==> config.mk <==
export PLATFORM = sky130hd
export DESIGN_NAME = raymarch_pixel_sequencer_flat
export DESIGN_NICKNAME = d
export VERILOG_FILES = /design/src/rtl/raymarch_pixel_sequencer_if.sv /design/src/rtl/raymarch_pixel_sequencer.sv /design/src/flat_wrapper.sv
export SDC_FILE = /design/constraint.sdc
export NUM_CORES = 1
export LEC_CHECK = 0
export BUFFER_PORTS_ARGS = -buffer_cell sky130_fd_sc_hd__buf_2
export CAP_MARGIN = 20
export CELL_PAD_IN_SITES_DETAIL_PLACEMENT = 1
export CELL_PAD_IN_SITES_GLOBAL_PLACEMENT = 1
export CORE_MARGIN = 2
export CORE_UTILIZATION = 41
export DETAILED_ROUTE_END_ITERATION = 8
export GPL_TIMING_DRIVEN = 0
export HOLD_SLACK_MARGIN = 0.02
export PLACE_DENSITY_LB_ADDON = 0.15
export RECOVER_POWER = 25
export REMOVE_ABC_BUFFERS = 1
export SLEW_MARGIN = 30
export SYNTH_ARGS = -nofsm -noshare
export SYNTH_HDL_FRONTEND = slang
export SYNTH_SLANG_ARGS = --single-unit
==> constraint.sdc <==
create_clock -name clk -period 4.8 [get_ports clk]
set_input_delay 0.96 -clock clk [delete_from_list [all_inputs] [get_ports clk]]
set_output_delay 0.96 -clock clk [all_outputs]
set_load 0.01 [all_outputs]
==> src/rtl/raymarch_pixel_sequencer_if.sv <==
`default_nettype none
// ============================================================================
//  Module      : raymarch_pixel_sequencer_if
//  Description : Bundles the two sides of the pixel sequencer. One side is the
//                coordinate request and shade result path to the ray-marcher
//                core. The other is the AXI4-Stream video output.
//  Revision    : 1.0  initial release
// ============================================================================
interface raymarch_pixel_sequencer_if #(
    parameter int CW = 32
);
    // Request and response path to the ray-marcher core
    logic [CW-1:0] screen_x;
    logic [CW-1:0] screen_y;
    logic          coord_valid;
    logic          shade_valid;
    logic [23:0]   shade_in;

    // AXI4-Stream video output
    logic [23:0]   m_axis_tdata;
    logic          m_axis_tvalid;
    logic          m_axis_tready;
    logic          m_axis_tuser;
    logic          m_axis_tlast;

    // Sequencer side
    modport master (
        output screen_x,
        output screen_y,
        output coord_valid,
        input  shade_valid,
        input  shade_in,
        output m_axis_tdata,
        output m_axis_tvalid,
        input  m_axis_tready,
        output m_axis_tuser,
        output m_axis_tlast
    );

    // Core and video sink side
    modport slave (
        input  screen_x,
        input  screen_y,
        input  coord_valid,
        output shade_valid,
        output shade_in,
        input  m_axis_tdata,
        input  m_axis_tvalid,
        output m_axis_tready,
        input  m_axis_tuser,
        input  m_axis_tlast
    );
endinterface
`default_nettype wire

==> src/rtl/raymarch_pixel_sequencer.sv <==
`default_nettype none
// ============================================================================
//  Module      : raymarch_pixel_sequencer
//  Description : Raster-scans a WIDTH x HEIGHT frame. For each pixel it issues
//                one fixed-point screen coordinate to the ray-marcher core,
//                waits for the shaded colour, and forwards it as an
//                AXI4-Stream video beat (tuser = start of frame,
//                tlast = end of line). Only one pixel is in flight at a time.
//  Revision    : 1.0  initial release
// ============================================================================
module raymarch_pixel_sequencer #(
    parameter int WIDTH  = 640,
    parameter int HEIGHT = 480,
    parameter int FRAC   = 21,
    parameter int CW     = 32
) (
    input  wire logic                  clk,
    input  wire logic                  rst,
    input  wire logic                  start,
    input  wire logic                  continuous,
    raymarch_pixel_sequencer_if.master bus,
    output logic                       busy,
    output logic                       frame_done,
    output logic                       spurious_err
);

    localparam int              c_xw     = (WIDTH  > 1) ? $clog2(WIDTH)  : 1;
    localparam int              c_yw     = (HEIGHT > 1) ? $clog2(HEIGHT) : 1;
    localparam logic [c_xw-1:0] c_x_last = c_xw'(WIDTH - 1);
    localparam logic [c_yw-1:0] c_y_last = c_yw'(HEIGHT - 1);

    typedef enum logic [1:0] {
        S_IDLE  = 2'd0,
        S_ISSUE = 2'd1,
        S_WAIT  = 2'd2,
        S_OUT   = 2'd3
    } state_t;

    // Reset synchroniser state
    logic            r_rst_meta;
    logic            r_rst_sync;

    // Scan state
    state_t          r_state;
    state_t          w_state_next;
    logic [c_xw-1:0] r_x;
    logic [c_xw-1:0] w_x_next;
    logic [c_yw-1:0] r_y;
    logic [c_yw-1:0] w_y_next;

    // Output holding registers
    logic [CW-1:0]   r_screen_x;
    logic [CW-1:0]   r_screen_y;
    logic [23:0]     r_tdata;
    logic            r_tuser;
    logic            r_tlast;
    logic            r_frame_done;
    logic            r_spurious_err;

    // Decoded conditions
    logic            w_last_x;
    logic            w_last_y;
    logic            w_handshake;
    logic            w_frame_end;
    logic            w_capture;
    logic [CW-1:0]   w_coord_x;
    logic [CW-1:0]   w_coord_y;

    assign w_last_x    = (r_x == c_x_last);
    assign w_last_y    = (r_y == c_y_last);
    assign w_handshake = (r_state == S_OUT) && bus.m_axis_tready;
    assign w_frame_end = w_handshake && w_last_x && w_last_y;
    assign w_capture   = (r_state == S_WAIT) && bus.shade_valid;

    // Integer pixel position scaled to the core's fixed-point format
    assign w_coord_x   = CW'(r_x) << FRAC;
    assign w_coord_y   = CW'(r_y) << FRAC;

    // Reset asserts immediately but releases only on a clock edge, so every
    // downstream flop leaves reset in the same cycle
    always_ff @(posedge clk or posedge rst) begin
        if (rst) begin
            r_rst_meta <= 1'b1;
            r_rst_sync <= 1'b1;
        end else begin
            r_rst_meta <= 1'b0;
            r_rst_sync <= r_rst_meta;
        end
    end

    // State and scan position registers
    always_ff @(posedge clk or posedge r_rst_sync) begin
        if (r_rst_sync) begin
            r_state <= S_IDLE;
            r_x     <= '0;
            r_y     <= '0;
        end else begin
            r_state <= w_state_next;
            r_x     <= w_x_next;
            r_y     <= w_y_next;
        end
    end

    // Next-state and scan advance. In IDLE, start is held off during the
    // frame_done cycle because busy is still reported high in that cycle.
    always_comb begin
        w_state_next = r_state;
        w_x_next     = r_x;
        w_y_next     = r_y;
        case (r_state)
            S_IDLE: begin
                if (start && !r_frame_done) begin
                    w_state_next = S_ISSUE;
                    w_x_next     = '0;
                    w_y_next     = '0;
                end
            end
            S_ISSUE: begin
                w_state_next = S_WAIT;
            end
            S_WAIT: begin
                if (bus.shade_valid) begin
                    w_state_next = S_OUT;
                end
            end
            S_OUT: begin
                if (bus.m_axis_tready) begin
                    if (!w_last_x) begin
                        w_x_next     = r_x + c_xw'(1);
                        w_state_next = S_ISSUE;
                    end else begin
                        w_x_next = '0;
                        if (!w_last_y) begin
                            w_y_next     = r_y + c_yw'(1);
                            w_state_next = S_ISSUE;
                        end else begin
                            w_y_next     = '0;
                            w_state_next = continuous ? S_ISSUE : S_IDLE;
                        end
                    end
                end
            end
            default: begin
                w_state_next = S_IDLE;
            end
        endcase
    end

    // Keep the coordinate issued in the ISSUE cycle visible until the next issue
    always_ff @(posedge clk or posedge r_rst_sync) begin
        if (r_rst_sync) begin
            r_screen_x <= '0;
            r_screen_y <= '0;
        end else if (r_state == S_ISSUE) begin
            r_screen_x <= w_coord_x;
            r_screen_y <= w_coord_y;
        end
    end

    // Capture the core result together with its frame and line markers
    always_ff @(posedge clk or posedge r_rst_sync) begin
        if (r_rst_sync) begin
            r_tdata <= '0;
            r_tuser <= 1'b0;
            r_tlast <= 1'b0;
        end else if (w_capture) begin
            r_tdata <= bus.shade_in;
            r_tuser <= (r_x == '0) && (r_y == '0);
            r_tlast <= w_last_x;
        end
    end

    // End-of-frame pulse and sticky protocol error flag. A result arriving
    // outside WAIT has no pixel to belong to, so it is dropped and flagged.
    always_ff @(posedge clk or posedge r_rst_sync) begin
        if (r_rst_sync) begin
            r_frame_done   <= 1'b0;
            r_spurious_err <= 1'b0;
        end else begin
            r_frame_done   <= w_frame_end;
            r_spurious_err <= r_spurious_err | (bus.shade_valid && (r_state != S_WAIT));
        end
    end

    assign bus.coord_valid   = (r_state == S_ISSUE);
    assign bus.screen_x      = (r_state == S_ISSUE) ? w_coord_x : r_screen_x;
    assign bus.screen_y      = (r_state == S_ISSUE) ? w_coord_y : r_screen_y;
    assign bus.m_axis_tvalid = (r_state == S_OUT);
    assign bus.m_axis_tdata  = r_tdata;
    assign bus.m_axis_tuser  = r_tuser;
    assign bus.m_axis_tlast  = r_tlast;
    assign busy              = (r_state != S_IDLE) || r_frame_done;
    assign frame_done        = r_frame_done;
    assign spurious_err      = r_spurious_err;

endmodule
`default_nettype wire

==> src/flat_wrapper.sv <==
// flat-port wrapper written by rule: the top's interface ports become plain ports
module raymarch_pixel_sequencer_flat 
#(
    parameter int WIDTH  = 640,
    parameter int HEIGHT = 480,
    parameter int FRAC   = 21,
    parameter int CW     = 32
)
  (clk, rst, start, continuous, busy, frame_done, spurious_err, bus_screen_x, bus_screen_y, bus_coord_valid, bus_shade_valid, bus_shade_in, bus_m_axis_tdata, bus_m_axis_tvalid, bus_m_axis_tready, bus_m_axis_tuser, bus_m_axis_tlast);
  raymarch_pixel_sequencer_if #(.CW(CW)) bus_i ();
  input  wire logic clk;
  input  wire logic rst;
  input  wire logic start;
  input  wire logic continuous;
  output logic busy;
  output logic frame_done;
  output logic spurious_err;
  output wire logic [$bits(bus_i.screen_x)-1:0] bus_screen_x;
  output wire logic [$bits(bus_i.screen_y)-1:0] bus_screen_y;
  output wire logic [$bits(bus_i.coord_valid)-1:0] bus_coord_valid;
  input wire logic [$bits(bus_i.shade_valid)-1:0] bus_shade_valid;
  input wire logic [$bits(bus_i.shade_in)-1:0] bus_shade_in;
  output wire logic [$bits(bus_i.m_axis_tdata)-1:0] bus_m_axis_tdata;
  output wire logic [$bits(bus_i.m_axis_tvalid)-1:0] bus_m_axis_tvalid;
  input wire logic [$bits(bus_i.m_axis_tready)-1:0] bus_m_axis_tready;
  output wire logic [$bits(bus_i.m_axis_tuser)-1:0] bus_m_axis_tuser;
  output wire logic [$bits(bus_i.m_axis_tlast)-1:0] bus_m_axis_tlast;
  assign bus_screen_x = bus_i.screen_x;
  assign bus_screen_y = bus_i.screen_y;
  assign bus_coord_valid = bus_i.coord_valid;
  assign bus_i.shade_valid = bus_shade_valid;
  assign bus_i.shade_in = bus_shade_in;
  assign bus_m_axis_tdata = bus_i.m_axis_tdata;
  assign bus_m_axis_tvalid = bus_i.m_axis_tvalid;
  assign bus_i.m_axis_tready = bus_m_axis_tready;
  assign bus_m_axis_tuser = bus_i.m_axis_tuser;
  assign bus_m_axis_tlast = bus_i.m_axis_tlast;
  raymarch_pixel_sequencer #(.WIDTH(WIDTH), .HEIGHT(HEIGHT), .FRAC(FRAC), .CW(CW)) u_core (.clk(clk), .rst(rst), .start(start), .continuous(continuous), .bus(bus_i), .busy(busy), .frame_done(frame_done), .spurious_err(spurious_err));
endmodule
==> flow_summary.ini <==
[cts]
clock_latency_ps = 510
numCtsBuffers = 17
clock_path_buffers = 2
cts_setup_buffers = 0
clk_pin_slew_worst_paths_ps = 50
postCtsResizedCells = 0
root_buffer = clkbuf_8
cts_max_level = 4
cts_tree = done
hold_buffers = 0
clkSinkCount = 115

[synthesis]
synth_top_area_share_pct = 61.8
ys_ff_latch = 115
syn_area_um2 = 4580
synth_seq_area_share_pct = 62.9
yosysUniqueCellTypes = 43
yosysWarnings = 0
synthArstFlopShare_pct = 100
netlist_top_cells_area = dfrtp_1, mux2_2, nor2b_1
synth_flop_cell = dfrtp_1
synth_edf_count = 0
syn_area_per_cell_um2 = 13.0
synth.largest_area_cell = dfrtp_1
synth_cells = 352

[pwr]
power.share.switching_pct = 30.0
switchingPower_mw = 0.986
pwr-share-comb_pct = 25.6
ir_worst_vdd_mv = 0.297
p_seq_share_pct = 36.6
power.density_nw_per_um2 = 553
p_leak_nw = 3.09
internal_power_mw = 2.30
clkPwrFrac_pct = 37.8

[hold_path]
hold_path_class = reg -> reg

[critical_path]
crit_type = reg -> out
cp_max_fo = 34
crit_arrival_ps = 2280
start_kind = register
path_delay_family = buffers and inverters
critPathSlowestCell = dfrtp_1
critPathRequiredTime_ps = 3840
crit_path_end_kind = output pin
critical-path-max-stage-delay_ps = 420
cp_cell_sequence = inv_1 -> ha_4 -> buf_12 -> mux2_2 -> buf_2
cp_num_buf_inv = 3

[grt]
grt_pass1_wl_um = 16600
grt_max_degree = 69
grt_util_all_layers_pct = 18.3
grt_antenna_before_repair = 0
grt_overflow = 0
grt_pass1_vias = 3393

[floorplanning]
coreArea_um2 = 10900
ios = 125
die_h_um = 110
die_w_um = 110
start_util_pct = 42.0
rows = 38
die-area_um2 = 12000

[sta]
final-hold-violation-count = 0
worst_pin_slew_ps = 1940
setup_viol = 0
fmax_mhz = 308
finalMaxSlewViolations = 116
finClkSkew_ps = 9.23
relSlewSlack_pct = -29.8
setup-tns-final_ps = 0
period_minus_slack_ps = 3240
rsz0062_at_grt = false
fin_crit_sh_pct = 67.6
holdWs_ps = 362

[route]
route.detailed.drc = 0
drt-total-wl_um = 10300
via_per_inst = 5.04
first_pass_iters = 4
routedWlPerCell_um = 16.3
drt_iter0_drc = 100
vias = 3189
ant_nets = 0

[placed_design]
placed_area_um2 = 5370
dp_hpwl_um = 7040
routabilityCongestion = 0.789
numPortBuffers = 124

[job]
maxCapViolCount = 2

[cells_and_area]
design_area_um2 = 5940
drive_above_1_share_pct = 42.2
layout_commonest_cell = buf_2
nNetsFinal = 519
area.growth.synth_to_final_pct = 29.8
layout_common_cells = buf_2, dfrtp_1, nor2b_1, mux2_2, clkbuf_16
antenna_cells = 0

[status]
outcome = complete, but fails checks
violations = max-capacitance violations, max-slew violations
## stage by stage
step | cells | total power, mW | utilization, % | setup WS (ps)
floorplan | 335 | 1.74 | - | 1480
global placement | 599 | 2.01 | 48.7 | 294
detailed placement | 601 | 2.08 | 49.4 | 2030
CTS | 633 | 3.34 | 54.8 | 1500
global route | 633 | 3.49 | 54.5 | 1090
finish | 633 | 3.29 | 54.5 | 1560
## sequential cells by signal (all words and copies together), names as in the netlist
| register | cells |
|---|---|
| u_core.bus.m_axis_tuser | 1 |
| u_core.r_rst_sync | 1 |
| u_core.r_y | 9 |
| u_core.bus.m_axis_tdata | 24 |
| u_core.frame_done | 1 |
| u_core.r_rst_meta | 1 |
| u_core.bus.m_axis_tlast | 1 |
| u_core.r_state | 2 |
| u_core.r_screen_x | 32 |
| u_core.r_screen_y | 32 |
| u_core.r_x | 10 |
| u_core.spurious_err | 1 |
## synth_stat cells (2+ instances only)
library cell  instances
o211ai_1              2
ha_1                  9
mux2_2               45
inv_1                10
dfrtp_1             113
a22o_1                4
nand2_1              15
a21oi_1               6
nand3b_1              4
o31ai_1               4
nand4_1               6
nor2b_1              47
nand3_1               8
nand2b_1              5
or3_1                 4
dfstp_2               2
buf_2                 3
a41oi_1               5
clkbuf_1             13
or4_1                 4
and3_1                2
a31oi_1               5
o21ai_0              11
nor2_1                3
nor3_1                3
a21o_1                2
## area by class of cell
class                           count  area [um^2]
Clock buffer                       22          463
Clock inverter                     10          130
Fill cell                        1149         4950
Inverter                           10         38.8
Multi-Input combinational cell    210         1610
Sequential cell                   115         2880
Tap cell                          140          175
Timing Repair Buffer              126          646
## worst paths after layout
kind / startpoint / endpoint / slack, ps / cells past startpoint
worst max-delay path: u_core.r_state[1] / bus_screen_x[26] / 1560 / 5
worst min-delay path: u_core.r_rst_meta / u_core.r_rst_sync / 360 / 0
worst max register to register: u_core.r_rst_sync / u_core.bus.m_axis_tdata[11] / 1730 / 2
worst min register to register: u_core.r_rst_meta / u_core.r_rst_sync / 360 / 0
max in group asynchronous: u_core.r_rst_sync / u_core.bus.m_axis_tdata[11] / 1730 / 2
min in group asynchronous: rst / u_core.r_rst_meta / 470 / 2
## logic make-up (layout without fill, tap and decap cells)
group | Yosys count | in the layout | synth area share, %
AO/OA/AOI/OAI | 46 | 46 | 6.92
adder cells (fa/ha/maj) | 9 | 9 | 2.46
buffers and inverters | 27 | 168 | 2.30
flip-flops | 115 | 115 | 62.9
multiplexers | 46 | 46 | 11.3
other | 1 | 1 | 0.0820
AND/OR/NAND/NOR | 108 | 108 | 14.0
## routing by layer
metal | GRT usage [%] | share of wire (%) | vias up
li1 | - | - | 1491
met2 | 29.5 | 49 | 87
met4 | 7.69 | 1.3 | 0
met5 | 0 | 0 | -
met1 | 22.9 | 44 | 1599
met3 | 5.39 | 5.5 | 12
## worst register-to-register path: stages, from the launching register on
cell        delay, ps
dfstp_2           370
clkinvlp_2       1090
clkbuf_2         1380
## power by group through the flow
stage                     combinational, mW  sequential [mW]  clock (mW)
after global placement                0.807             1.21           0
after global routing                  0.936             1.23        1.32
after CTS                             0.864             1.21        1.27
after detailed placement              0.859             1.22           0
after floorplan                       0.482             1.26           0
final                                 0.840             1.20        1.24
No activity file was read; power rests on OpenSTA's default activity.
